$ cat src/rtl/fetch_unit_if.sv
// rtl/fetch_unit_if.sv - fetch stage bus: instruction-memory port and decoder-side IF/ID signals
interface fetch_unit_if;
  logic        stall;
  logic        jump;
  logic        jr;
  logic [31:0] jr_target;
  logic        imem_req;
  logic [31:0] imem_addr;
  logic        imem_valid;
  logic [31:0] imem_rdata;
  logic [31:0] ins;
  logic        ins_valid;
  logic [31:0] pc_id;
  logic [31:0] pc_plus4;

  modport master (
    input  stall, jump, jr, jr_target, imem_valid, imem_rdata,
    output imem_req, imem_addr, ins, ins_valid, pc_id, pc_plus4
  );

  modport slave (
    output stall, jump, jr, jr_target, imem_valid, imem_rdata,
    input  imem_req, imem_addr, ins, ins_valid, pc_id, pc_plus4
  );
endinterface

$ cat src/rtl/fetch_unit.sv
// rtl/fetch_unit.sv - instruction fetch stage and IF/ID register with one outstanding imem read
// Optional fetch/flush performance counters are enabled by defining FETCH_PERF_CNT_EN.
module fetch_unit #(
  parameter logic [31:0] RESET_PC = 32'h0000_0000
) (
  input logic          clk,
  input logic          rst,
  fetch_unit_if.master bus
`ifdef FETCH_PERF_CNT_EN
  ,
  output logic [31:0]  fetch_cnt,
  output logic [31:0]  flush_cnt
`endif
);

  typedef enum logic [1:0] {IDLE, REQ, BUF, DISCARD} state_t;

  state_t      state;
  logic [31:0] pc;
  logic        req;
  logic [31:0] ins_r;
  logic        ins_valid_r;
  logic [31:0] pc_id_r;
  logic [31:0] buf_word;
  logic [31:0] buf_pc;
  logic [31:0] redir_pc;
  logic        redirect;
  logic [31:0] target;
  logic [31:0] pc_plus4;

  assign pc_plus4 = pc_id_r + 32'd4;
  assign redirect = ins_valid_r & ~bus.stall & (bus.jr | bus.jump);
  assign target   = bus.jr ? bus.jr_target : {pc_plus4[31:28], ins_r[25:0], 2'b00};

  assign bus.imem_req  = req;
  assign bus.imem_addr = pc;
  assign bus.ins       = ins_r;
  assign bus.ins_valid = ins_valid_r;
  assign bus.pc_id     = pc_id_r;
  assign bus.pc_plus4  = pc_plus4;

  always_ff @(posedge clk or posedge rst) begin
    if (rst) begin
      state       <= IDLE;
      pc          <= RESET_PC;
      req         <= 1'b0;
      ins_r       <= 32'd0;
      ins_valid_r <= 1'b0;
      pc_id_r     <= 32'd0;
      buf_word    <= 32'd0;
      buf_pc      <= 32'd0;
      redir_pc    <= 32'd0;
    end else begin
      case (state)
        IDLE: begin
          state <= REQ;
          req   <= 1'b1;
        end
        REQ: begin
          if (redirect) begin
            ins_r       <= 32'd0;
            ins_valid_r <= 1'b0;
            // Without a response in hand the address must stay put, so park the target.
            if (bus.imem_valid) begin
              pc <= target;
            end else begin
              redir_pc <= target;
              state    <= DISCARD;
            end
          end else if (bus.imem_valid) begin
            pc <= pc + 32'd4;
            if (bus.stall) begin
              buf_word <= bus.imem_rdata;
              buf_pc   <= pc;
              state    <= BUF;
              req      <= 1'b0;
            end else begin
              ins_r       <= bus.imem_rdata;
              ins_valid_r <= 1'b1;
              pc_id_r     <= pc;
            end
          end else if (!bus.stall) begin
            ins_r       <= 32'd0;
            ins_valid_r <= 1'b0;
          end
        end
        BUF: begin
          if (!bus.stall) begin
            state <= REQ;
            req   <= 1'b1;
            if (redirect) begin
              pc          <= target;
              ins_r       <= 32'd0;
              ins_valid_r <= 1'b0;
            end else begin
              ins_r       <= buf_word;
              ins_valid_r <= 1'b1;
              pc_id_r     <= buf_pc;
            end
          end
        end
        DISCARD: begin
          if (bus.imem_valid) begin
            pc    <= redir_pc;
            state <= REQ;
          end
        end
      endcase
    end
  end

`ifdef FETCH_PERF_CNT_EN
  logic accept;
  logic kill;

  assign accept = (state == REQ) & bus.imem_valid & ~redirect;
  assign kill   = redirect & ((state == REQ) | (state == BUF));

  always_ff @(posedge clk or posedge rst) begin
    if (rst) begin
      fetch_cnt <= 32'd0;
      flush_cnt <= 32'd0;
    end else begin
      if (accept) fetch_cnt <= fetch_cnt + 32'd1;
      if (kill)   flush_cnt <= flush_cnt + 32'd1;
    end
  end
`endif

endmodule

$ cat src/flat_wrapper.sv
// flat-port wrapper written by rule: the top's interface ports become plain ports
module fetch_unit_flat 
#(
  parameter logic [31:0] RESET_PC = 32'h0000_0000
)
  (clk, rst, bus_stall, bus_jump, bus_jr, bus_jr_target, bus_imem_valid, bus_imem_rdata, bus_imem_req, bus_imem_addr, bus_ins, bus_ins_valid, bus_pc_id, bus_pc_plus4);
  fetch_unit_if bus_i ();
  input logic clk;
  input logic rst;
  input wire logic [$bits(bus_i.stall)-1:0] bus_stall;
  input wire logic [$bits(bus_i.jump)-1:0] bus_jump;
  input wire logic [$bits(bus_i.jr)-1:0] bus_jr;
  input wire logic [$bits(bus_i.jr_target)-1:0] bus_jr_target;
  input wire logic [$bits(bus_i.imem_valid)-1:0] bus_imem_valid;
  input wire logic [$bits(bus_i.imem_rdata)-1:0] bus_imem_rdata;
  output wire logic [$bits(bus_i.imem_req)-1:0] bus_imem_req;
  output wire logic [$bits(bus_i.imem_addr)-1:0] bus_imem_addr;
  output wire logic [$bits(bus_i.ins)-1:0] bus_ins;
  output wire logic [$bits(bus_i.ins_valid)-1:0] bus_ins_valid;
  output wire logic [$bits(bus_i.pc_id)-1:0] bus_pc_id;
  output wire logic [$bits(bus_i.pc_plus4)-1:0] bus_pc_plus4;
  assign bus_i.stall = bus_stall;
  assign bus_i.jump = bus_jump;
  assign bus_i.jr = bus_jr;
  assign bus_i.jr_target = bus_jr_target;
  assign bus_i.imem_valid = bus_imem_valid;
  assign bus_i.imem_rdata = bus_imem_rdata;
  assign bus_imem_req = bus_i.imem_req;
  assign bus_imem_addr = bus_i.imem_addr;
  assign bus_ins = bus_i.ins;
  assign bus_ins_valid = bus_i.ins_valid;
  assign bus_pc_id = bus_i.pc_id;
  assign bus_pc_plus4 = bus_i.pc_plus4;
  fetch_unit #(.RESET_PC(RESET_PC)) u_core (.clk(clk), .rst(rst), .bus(bus_i));
endmodule
$ cat config.mk
export PLATFORM = sky130hd
export DESIGN_NAME = fetch_unit_flat
export DESIGN_NICKNAME = d
export VERILOG_FILES = /design/src/rtl/fetch_unit_if.sv /design/src/rtl/fetch_unit.sv /design/src/flat_wrapper.sv
export SDC_FILE = /design/constraint.sdc
export NUM_CORES = 1
export LEC_CHECK = 0
export CORE_ASPECT_RATIO = 0.7
export CORE_UTILIZATION = 64
export CTS_BUF_LIST = sky130_fd_sc_hd__clkbuf_16
export CTS_CLUSTER_SIZE = 40
export DETAILED_ROUTE_END_ITERATION = 12
export DONT_BUFFER_PORTS = 1
export GPL_ROUTABILITY_DRIVEN = 0
export GPL_TIMING_DRIVEN = 0
export PLACE_DENSITY = 0.8
export SLEW_MARGIN = 15
export SYNTH_ARGS = -nofsm -noshare
export SYNTH_HDL_FRONTEND = slang
export SYNTH_SLANG_ARGS = --single-unit
$ cat constraint.sdc
create_clock -name clk -period 9.7 [get_ports clk]
set_input_delay 1.94 -clock clk [delete_from_list [all_inputs] [get_ports clk]]
set_output_delay 1.94 -clock clk [all_outputs]
set_load 0.005 [all_outputs]
Yosys cells after proc, flatten, opt, wreduce, memory -nomap -nowiden --
Cells that the tools add are included.
Storage, ports and cells: flip-flop bits (word level) 196, input port bits 70, output and inout bits 130, word-level logic and storage cells 82
Operators by class: add/subtract/negate cells 2, equality and inequality tests 15, multiplexer cells 39, bitwise operators 6, reductions and logical operators 11
Operators with widths (count):
- 2-to-1 mux 32 bit | 18
- case mux 32 bit (2 select lines) | 2
- case mux 32 bit (3 select lines) | 1
- adder 32 x 3 -> 32 bit, second input constant | 2
- AND reduction 5 bit | 3
- inequality test 2 bit, second input constant | 7
- 2-to-1 mux 2 bit | 6
- 2-to-1 mux 1 bit | 9
- inequality test 3 x 2 -> 1 bit, second input constant | 3
- case mux 2 bit (4 select lines) | 1
- AND reduction 3 bit | 2
- AND reduction 6 bit | 1
- nonzero test 3 bit | 2
- == test 2 bit, second input constant | 2
- AND reduction 4 bit | 1
- inequality test 3 bit, second input constant | 1
- inverter 1 bit | 3
- case mux 1 bit (3 select lines) | 1
- AND 1 bit | 2
- == test 2 x 1 -> 1 bit, second input constant | 1
- zero test 2 bit | 1
- inequality test 2 x 1 -> 1 bit, second input constant | 1
- case mux 1 bit (2 select lines) | 1
- nonzero test 2 bit | 1
- OR 1 bit | 1

Depth between registers and ports, before layout --
Gate-level depths: netlist (run 1).
depth after elaboration 6, depth in mapped cells 8, mapped depth without buffers 8

Worst setup path before layout (run 1) --
OpenSTA, ideal clock, no wires.
path kind reg2out, from register u_core.pc_id_r[2], in the netlist u_core.bus.pc_id[2], to output bus_pc_plus4[26], data arrival time 1.598 ns, data required time 7.760 ns, slack 6.162 ns, cell stages (with the launch flop) 7, path buffers 0, cell sequence dfrtp_1 -> ha_1 -> and2_1 -> nand4_2 -> or2_2 -> nor3_1 -> xnor2_1
Between the ends: cells in the longest elaborated chain, start to end 1
RTL lines:
- start, declared | RTL line fetch_unit.sv:23 | logic [31:0] pc_id_r;
- start signal, assigned | RTL line fetch_unit.sv:80 | pc_id_r <= pc;
- start signal, assigned | RTL line fetch_unit.sv:98 | pc_id_r <= buf_pc;
- adder 32 x 3 -> 32 bit | RTL line fetch_unit.sv:31 | assign pc_plus4 = pc_id_r + 32'd4;
- end, declared | RTL line flat_wrapper.sv:21 | output wire logic [$bits(bus_i.pc_plus4)-1:0] bus_pc_plus4;
Every way passes these cells.

Final worst setup path (run 1) --
from register u_core.pc_id_r[10], in the netlist u_core.bus.pc_id[10], to output bus_pc_plus4[27]
The elaborated chain is that of the path after synthesis.

==> results.tsv, run 1 <==
metric	value	unit
outcome	finished, final reports clean	
layout cells sized above 1	14.8	%
Post-CTS Hold Buffers	0	
Layout Nets	1152	
IO Pins	200	
Critical Path Fanout Max	7	
largest stage delay on the critical path	0.51	ns
worst-margin pin slew	1.13	ns
clock sinks	196	
pre-CTS setup slack	5.67	ns
largest net degree at the start of global routing	110	
Critical Path RT	7.76	ns
Synth Flop Type	dfrtp_1	
Worst-path clk slew	0.08	ns
kind of critical path	register to output pin	
total wire length	29100	um
area of the multi-input gates	4740	um2
Min-Delay Startpoint	u_core.redir_pc[15]$_DFFE_PP0P_	
die height	107	um
cell taking the most area after synthesis	dfrtp_1	
LEAKAGE	4.67	nW
TritonCTS clock tree	built	
routed vias	8733	
Initial Util	67.0	%
pwr dens	314	nW/um2
Yosys reg bits	196	
max-cap viol count	0	
commonest non-fill, non-tap cell in the layout	dfrtp_1	
endpoints failing setup	0	
clk_lat worst skew	0.45	ns
fin area	11000	um2
Final Power	3.45	mW
ranking of synthesized cells by area	dfrtp_1, mux2_2, nand2_1	
root buf cell	clkbuf_16	
Post-CTS Setup Bufs	0	
Critical Path AT	2.42	ns
most frequent cells in the layout	dfrtp_1, nand2_1, nor2_1	
H-tree depth	4	
Tmin final	4.36	ns
Core Util, Final	73.1	%
Tcrit/Tclk final	45.0	%
Ys Warns	0	
Async S/R FF share, synth	100	%
initial antenna violation count	2	
Setup Skew	0.0128	ns
worst r2r src	u_core.bus.ins_valid$_DFFE_PP0P_	
Avg WL per Cell	22.6	um
placed cell area	10300	um2
Fin Hold WS	0.482	ns
global-route wire length before repair	44700	um
number of fill cells	1087	
setup_tns	0	ns
Post-synth EDFFs	0	
FP Rows	37	
CP Launch Type	register	
Max IR drop VDD	0.141	mV
Final Max Tran Viols	0	
post-synthesis cell area	10000	um2
Post-Place Cells	1256	
Seq/Total Area, Yosys	48.8	%
drt first pass iters	9	
die area	16200	um2
critical-path cell list	and4_4 -> nand4_4 -> nor2_1 -> nand3_1 -> nor3_1 -> xor2_1	
syn_nets	1132	
Final Worst Setup Slack	5.34	ns
endpoint class of the critical path	output pin	
vias in the first global route	8084	
CP max-delay cell	dfrtp_1	
gr ovfl total	0	
DRC	0	
gate count of the mapped netlist	1060	
CTS buffer count	17	
Placeable Area	15000	um2
port bufs	0	
Yosys top cell area share	48.8	%
antenna viol nets, final	0	
final non-filler cell total	1290	
Yosys cell types	72	
Max transition margin	24.1	%
CP startpoint	u_core.bus.pc_id[10]$_DFFE_PP0P_	
1st-iter DRT viols	1117	
CTS Buffer Depth	2	
Synth-to-Final Area Change	9.18	%
HP Class	register to register	
vias per cell	6.77	
register area	4900	um2
RSZ-0062 raised after global routing	no	
Syn Area/Cell	9.48	um2
Final Hold Fails	0	
GRT Total Usage	37.0	%
post-DP HPWL	21000	um
Post-CTS Resized	0	
die width	152	um
Peak Freq	229	MHz
sequential cells by signal, indices dropped and copies added (netlist names):
register	flops
u_core.buf_pc	32
u_core.redir_pc	32
u_core.bus.pc_id	32
u_core.buf_word	32
u_core.bus.ins_valid	1
u_core.state	2
u_core.bus.imem_req	1
u_core.bus.ins	32
u_core.bus.imem_addr	32
area by class of cell:
class	count	area share (%)
Buffer	76	3.09
Clock buffer	17	3.88
Clock inverter	15	1.94
Inverter	16	0.616
Timing Repair Buffer	1	0.251
Antenna cell	2	0.0456
Tap cell	195	2.22
Multi-Input combinational cell	772	43.2
Sequential cell	196	44.7
cells by family (layout without fill, tap and decap cells):
logic type / after synthesis / count (layout) / share of synthesized area [%]
xor+xnor: 31 / 31 / 2.78
simple gates: 377 / 377 / 17.8
fa+ha+maj: 2 / 2 / 0.249
other cells: 0 / 2 / 0
buf+inv: 92 / 125 / 3.97
flops: 196 / 196 / 48.8
compound gates: 272 / 272 / 16.6
mux: 90 / 90 / 9.79
critical path: cells and delay by family, from the launching register on:
family | cells | cell delay, ns
and+or+nand+nor | 5 | 1.25
DFF | 1 | 0.51
xor gates and xnor gates | 1 | 0.21
where the power goes:
part	switching [mW]	internal, mW	leakage (nW)
clock	0.358	0.397	0.305
combinational	0.637	0.449	2.01
sequential	0.417	1.19	2.35
Yosys cell counts, types with 3 or more instances:
library cell    n
a211oi_1        3
a21oi_1        74
a221oi_1        7
a22o_1          5
a22oi_1        32
a31oi_1        40
and2_1          3
and3_1         13
and3b_1         3
and4_4          4
buf_1           3
buf_2          32
buf_4           3
clkbuf_1       36
dfrtp_1       196
inv_1          15
mux2_2         66
mux2i_1        24
nand2_1       171
nand2b_1        8
nand3_1        19
nand4_1        11
nor2_1         99
nor3_1         18
o211ai_1        6
o21ai_0        66
o21ai_1         8
o221ai_1        3
o22ai_1         4
o31a_1          3
o32ai_1         3
or2_1           3
xnor2_1        20
xor2_1         10
path summary, 6_finish.rpt:
path                                                              to  slack (ns)  depth (start not counted)
worst max-delay path                                bus_pc_plus4[27]        5.34                          6
worst min-delay path                 u_core.redir_pc[15]$_DFFE_PP0P_        0.48                          2
worst max register to register   u_core.bus.imem_addr[1]$_DFFE_PP0P_        7.05                          5
worst min register to register       u_core.redir_pc[15]$_DFFE_PP0P_        0.48                          2
max in group asynchronous       u_core.bus.imem_addr[23]$_DFFE_PP0P_        7.34                          2
min in group asynchronous             u_core.bus.ins[29]$_DFFE_PP0P_        1.41                          1
metal layers:
layer  routed length, um  GRT usage, %  up-vias
li1                    -             -     3810
met1               11500          51.7     4239
met2               12400          52.2      590
met5                   0             0        -
met3                4300          14.2       94
met4                 920          13.8        0
(Power assumes the default switching activity.)
==> run 2, diff against run 1 <==
--- a/config.mk
+++ b/config.mk
@@ -6,14 +6,14 @@
 export NUM_CORES = 1
 export LEC_CHECK = 0
 export CORE_ASPECT_RATIO = 0.7
-export CORE_UTILIZATION = 64
+export CORE_UTILIZATION = 58
 export CTS_BUF_LIST = sky130_fd_sc_hd__clkbuf_16
 export CTS_CLUSTER_SIZE = 40
 export DETAILED_ROUTE_END_ITERATION = 12
 export DONT_BUFFER_PORTS = 1
 export GPL_ROUTABILITY_DRIVEN = 0
 export GPL_TIMING_DRIVEN = 0
-export PLACE_DENSITY = 0.8
+export PLACE_DENSITY = 0.76
 export SLEW_MARGIN = 15
 export SYNTH_ARGS = -nofsm -noshare
 export SYNTH_HDL_FRONTEND = slang
==> constraint.sdc (replaced) <==
create_clock -name clk -period 3.75 [get_ports clk]
set_input_delay 0.75 -clock clk [delete_from_list [all_inputs] [get_ports clk]]
set_output_delay 0.75 -clock clk [all_outputs]
set_load 0.005 [all_outputs]
==> run 2 against run 1 <==
Worst setup slack lost 4.7 ns. Sequential cell count did not move. Clock power rose by 140%. Register-to-register slack lost 5.8 ns.
==> results.tsv, run 2 (synthesis gave the netlist of run 1 again) <==
metric	value	unit
gr ovfl total	0	
HP Class	input port to async pin	
Post-CTS Setup Bufs	0	
metal3 WL	3460	um
FP Rows	39	
Final Hold Fails	0	
kind of critical path	register to output pin	
Layout Nets	1157	
FF-to-FF End	u_core.bus.ins[7]$_DFFE_PP0P_	
Synth-to-Final Area Change	9.75	%
Max IR drop VDD	0.357	mV
Max transition margin	36.6	%
endpoints failing setup	0	
Placeable Area	16600	um2
Peak Freq	320	MHz
CP Launch Type	register	
post-DP HPWL	21900	um
GRT Total Usage	33.9	%
1st-iter DRT viols	944	
Tcrit/Tclk final	83.3	%
worst-margin pin slew	0.944	ns
CTS Buffer Depth	2	
LEAKAGE	4.67	nW
worst r2r src	u_core.state[0]$_DFFE_PP0P_	
root buf cell	clkbuf_16	
die area	17900	um2
largest net degree at the start of global routing	37	
H-tree depth	4	
RSZ-0062 raised after global routing	no	
pwr dens	796	nW/um2
antenna viol nets, final	0	
Reg2Reg Depth	7	
Post-CTS Hold Buffers	0	
Post-Place Cells	1291	
Initial Util	60.4	%
vias per cell	6.59	
Critical Path Fanout Max	7	
commonest non-fill, non-tap cell in the layout	dfrtp_1	
Post-CTS Resized	0	
endpoint class of the critical path	output pin	
IO Pins	200	
top routing layer used	met4	
max-cap viol count	0	
most frequent cells in the layout	dfrtp_1, nand2_1, nor2_1	
clk_lat worst skew	0.44	ns
CTS buffer count	17	
Ant. Diodes	0	
final non-filler cell total	1323	
TritonCTS clock tree	built	
clock sinks	196	
R2R setup slack	1.28	ns
die height	112	um
DRC	0	
port bufs	0	
Setup Skew	0.0142	ns
initial antenna violation count	0	
Core Util, Final	66.3	%
routed vias	8713	
Avg WL per Cell	22.4	um
die width	159	um
Worst-path clk slew	0.07	ns
Critical Path RT	3.00	ns
Tmin final	3.12	ns
Final Max Tran Viols	0	
Critical Path AT	2.37	ns
drt first pass iters	5	
total wire length	29700	um
layout cells sized above 1	15.2	%
outcome	finished, final reports clean	
Final Power	8.78	mW
setup_tns	0	ns
vias in the first global route	8077	
metal2 WL	12600	um
global-route wire length before repair	46500	um
DRT met1 WL	13000	um
run 2: worst max-delay path by stage:
stage	from	endpoint	slack, ns	cells after the start
floorplan	rst	u_core.buf_pc[0]$_DFFE_PP0P_	0.47	1
global placement	rst	u_core.buf_pc[13]$_DFFE_PP0P_	-0.61	1
detailed placement	bus_jr	u_core.bus.imem_addr[8]$_DFFE_PP0P_	0.86	7
CTS	u_core.bus.pc_id[5]$_DFFE_PP0P_	bus_pc_plus4[27]	0.64	6
global route	u_core.bus.pc_id[2]$_DFFE_PP0P_	bus_pc_plus4[26]	0.49	6
finish	u_core.bus.pc_id[5]$_DFFE_PP0P_	bus_pc_plus4[27]	0.63	6
run 2: cell type report:
class	instances	area, um2
plain buffers	76	339
clock buffers	17	425
clock inverters	15	149
fillers	1372	5610
inverters	16	63.8
multi-input cells	772	4740
flip-flops and latches	196	4900
well taps	225	282
repair buffers	6	120
run 2: critical path, stage by stage (launching register included):
cell     delay, ns
dfrtp_1       0.53
and4_4        0.33
nand4_4       0.17
nor2_1        0.24
nand3_1       0.21
nor3_1        0.24
xor2_1        0.21
run 2: layer usage:
layer,up-vias,track usage (%)
li1,3817,-
met1,4364,49.8
met2,486,47.4
met3,46,11.4
met4,0,10.1
met5,-,0
run 2: power by group:
part / internal (mW) / switching (mW)
Clock: 0.933 / 0.878
Combinational: 1.17 / 1.64
Sequential: 3.07 / 1.09
Total: 5.18 / 3.61
run 2: metrics by stage:
| stage | hold slack, ns | setup slack, ns | cell area (um2) |
|---|---|---|---|
| after floorplan | 0.437 | 0.468 | 10100 |
| after global placement | 0.451 | -0.610 | 10300 |
| after detailed placement | 0.458 | 0.860 | 10500 |
| after CTS | 0.161 | 0.641 | 11000 |
| after global routing | 0.179 | 0.494 | 11000 |
| final | 0.167 | 0.628 | 11000 |
==> patch (config.mk and constraints of run 2) <==
Re-encode `state_t` (4 states) as Gray code, 2 bits wide.
--- a/src/rtl/fetch_unit.sv
+++ b/src/rtl/fetch_unit.sv
@@ -14,5 +14,5 @@
 );
 
-  typedef enum logic [1:0] {IDLE, REQ, BUF, DISCARD} state_t;
+  typedef enum logic [1:0] {IDLE = 2'b00, REQ = 2'b01, BUF = 2'b11, DISCARD = 2'b10} state_t;
 
   state_t      state;
Formal check against the unedited RTL: no difference found for any inputs over 4 cycles, from zero or initial values and one cycle with rst high; so few cycles prove little.
==> patch against run 2 <==
- routed wire length is 0.96% lower
- synthesized area is 0.44% lower
- combinational power is 30% lower
- power is 12% lower
- cell area is 0.22% lower
- worst hold slack worse by 52 ps
- register-to-register slack worse by 70 ps
- sequential share of layout area is 0.096 points higher
- global-route usage is 0.21 points higher
- worst setup slack worse by 270 ps
- largest power group unchanged
- sequential power is 6.0% lower
- utilization is 0.052 points higher
- largest cell class unchanged
- sequential cell count stayed put
==> patch: results (changes against run 2) <==
Distinct cells, synth: 64 (-11%)
Synth Area in Compound Gates: 16.7% (+0.098 points)
Hold WS: 115 ps (-51.9 ps)
XOR/XNOR Fraction of Synth Area: 2.28% (-0.50 points)
CP endpoint: bus_pc_plus4[31]
first-pass GRT wire length: 46300 um (-0.39%)
top cells by count, synth: dfrtp_1 (196), nand2_1 (127), o21ai_0 (99)
Final HPWL DP: 21600 um (-1.1%)
WL final: 29400 um (-0.96%)
WL met3: 3700 um (+6.9%)
WS Path Type: flip-flop to output port
Max Used Layer: met4
Max VDD drop: 0.326 mV (-8.7%)
worst slew pin tran: 1020 ps (+80.6 ps)
Root Driver: clkbuf_16
Yosys warnings: 0 (unchanged)
FF-to-FF Start: u_core.bus.imem_addr[2]
GR Layer Usage met2: 47.4% (about the same)
worst r2r path cells: 6 (-1)
post_cts resized: 0 (unchanged)
Setup violations, final: 0 (unchanged)
port buffer count: 0 (unchanged)
CP startpoint: u_core.bus.pc_id[6]
met2 routed WL: 12400 um (-1.9%)
Synth Area in Adders: 0.250% (+0.0011 points)
Skew-Pair Late Insertion Delay: 440 ps (about the same)
postcts setup bufs: 0 (unchanged)
Placed Area: 0.0104 mm^2 (-0.37%)
Inserted Clock Buffers: 17 (unchanged)
Filler Cells Inserted: 1356 (-1.2%)
RR Endpoint: u_core.bus.imem_addr[20]
sequential-to-total area share from yosys stat: 49.0% (+0.21 points)
clock buffer depth: 2 (unchanged)
Max-Cap Viols: 0 (unchanged)
clock skew: 10.9 ps (-3.31 ps)
met1 global-route usage: 49.0% (-0.80 points)
First-pass DRT Iterations: 6 (+1)
instance count of the mapped netlist: 1026 (-3.2%)
initial antenna violation count: 1 (+1)
reg2reg setup slack: 1210 ps (-70 ps)
GRT Util Overall: 34.1% (+0.21 points)
Via Count: 8549 (-1.9%)
Synth area leaders: dfrtp_1 (49%), mux2_2 (7.7%), mux2i_1 (5.5%)
largest net degree at the start of global routing: 37 (unchanged)
mux cell area share after synthesis: 13.2% (+3.4 points)
syn_nets: 1098 (-3.0%)
drt first-iter violations: 959 (+1.6%)
status: finished clean
layout cells sized above 1: 12.5% (-2.7 points)
GR Util met3: 13.0% (+1.6 points)
Leak: 4.71 nW (+1.0%)
vias per cell: 6.63 (+0.63%)
maximum fanout along the worst path: 7 (unchanged)
H-tree lvl count: 4 (unchanged)
Worst Path Arrival: 2650 ps (+280 ps)
M1 WL: 12600 um (-2.8%)
Crit path largest cell delay: 780 ps (+250 ps)
Crit-path slowest cell: nor4_2
via count of the first global-routing pass: 8057 (-0.25%)
patch: worst max-delay path, delay by kind of cell (launching register included):
family | cells | cell delay, ps
compound gates | 1 | 300
simple gates | 3 | 1370
flops | 1 | 530
patch: area by class of cell:
cell class / count / area [um^2] / area share [%]
tap: 225 / 282 / 2.56
antenna: 1 / 2.50 / 0.0227
inverter: 13 / 52.6 / 0.478
sequential: 196 / 4900 / 44.6
clock inverter: 15 / 155 / 1.41
multi-input combinational: 743 / 4760 / 43.3
timing repair buffer: 6 / 120 / 1.09
clock buffer: 17 / 425 / 3.87
buffer: 74 / 299 / 2.72
patch: through the flow:
stage / total power, mW / TNS [ps] / setup WS (ps)
finish: 7.74 / 0 / 354
global route: 8.17 / 0 / 232
CTS: 7.70 / 0 / 19.9
detailed placement: 5.87 / 0 / 501
global placement: 5.76 / -110110 / -577
floorplan: 5.11 / 0 / 468
patch: power by group:
group | switching, mW | internal, mW
Combinational | 1.10 | 0.874
Sequential | 1.01 | 2.90
Clock | 0.855 | 0.989
Total | 2.97 | 4.76
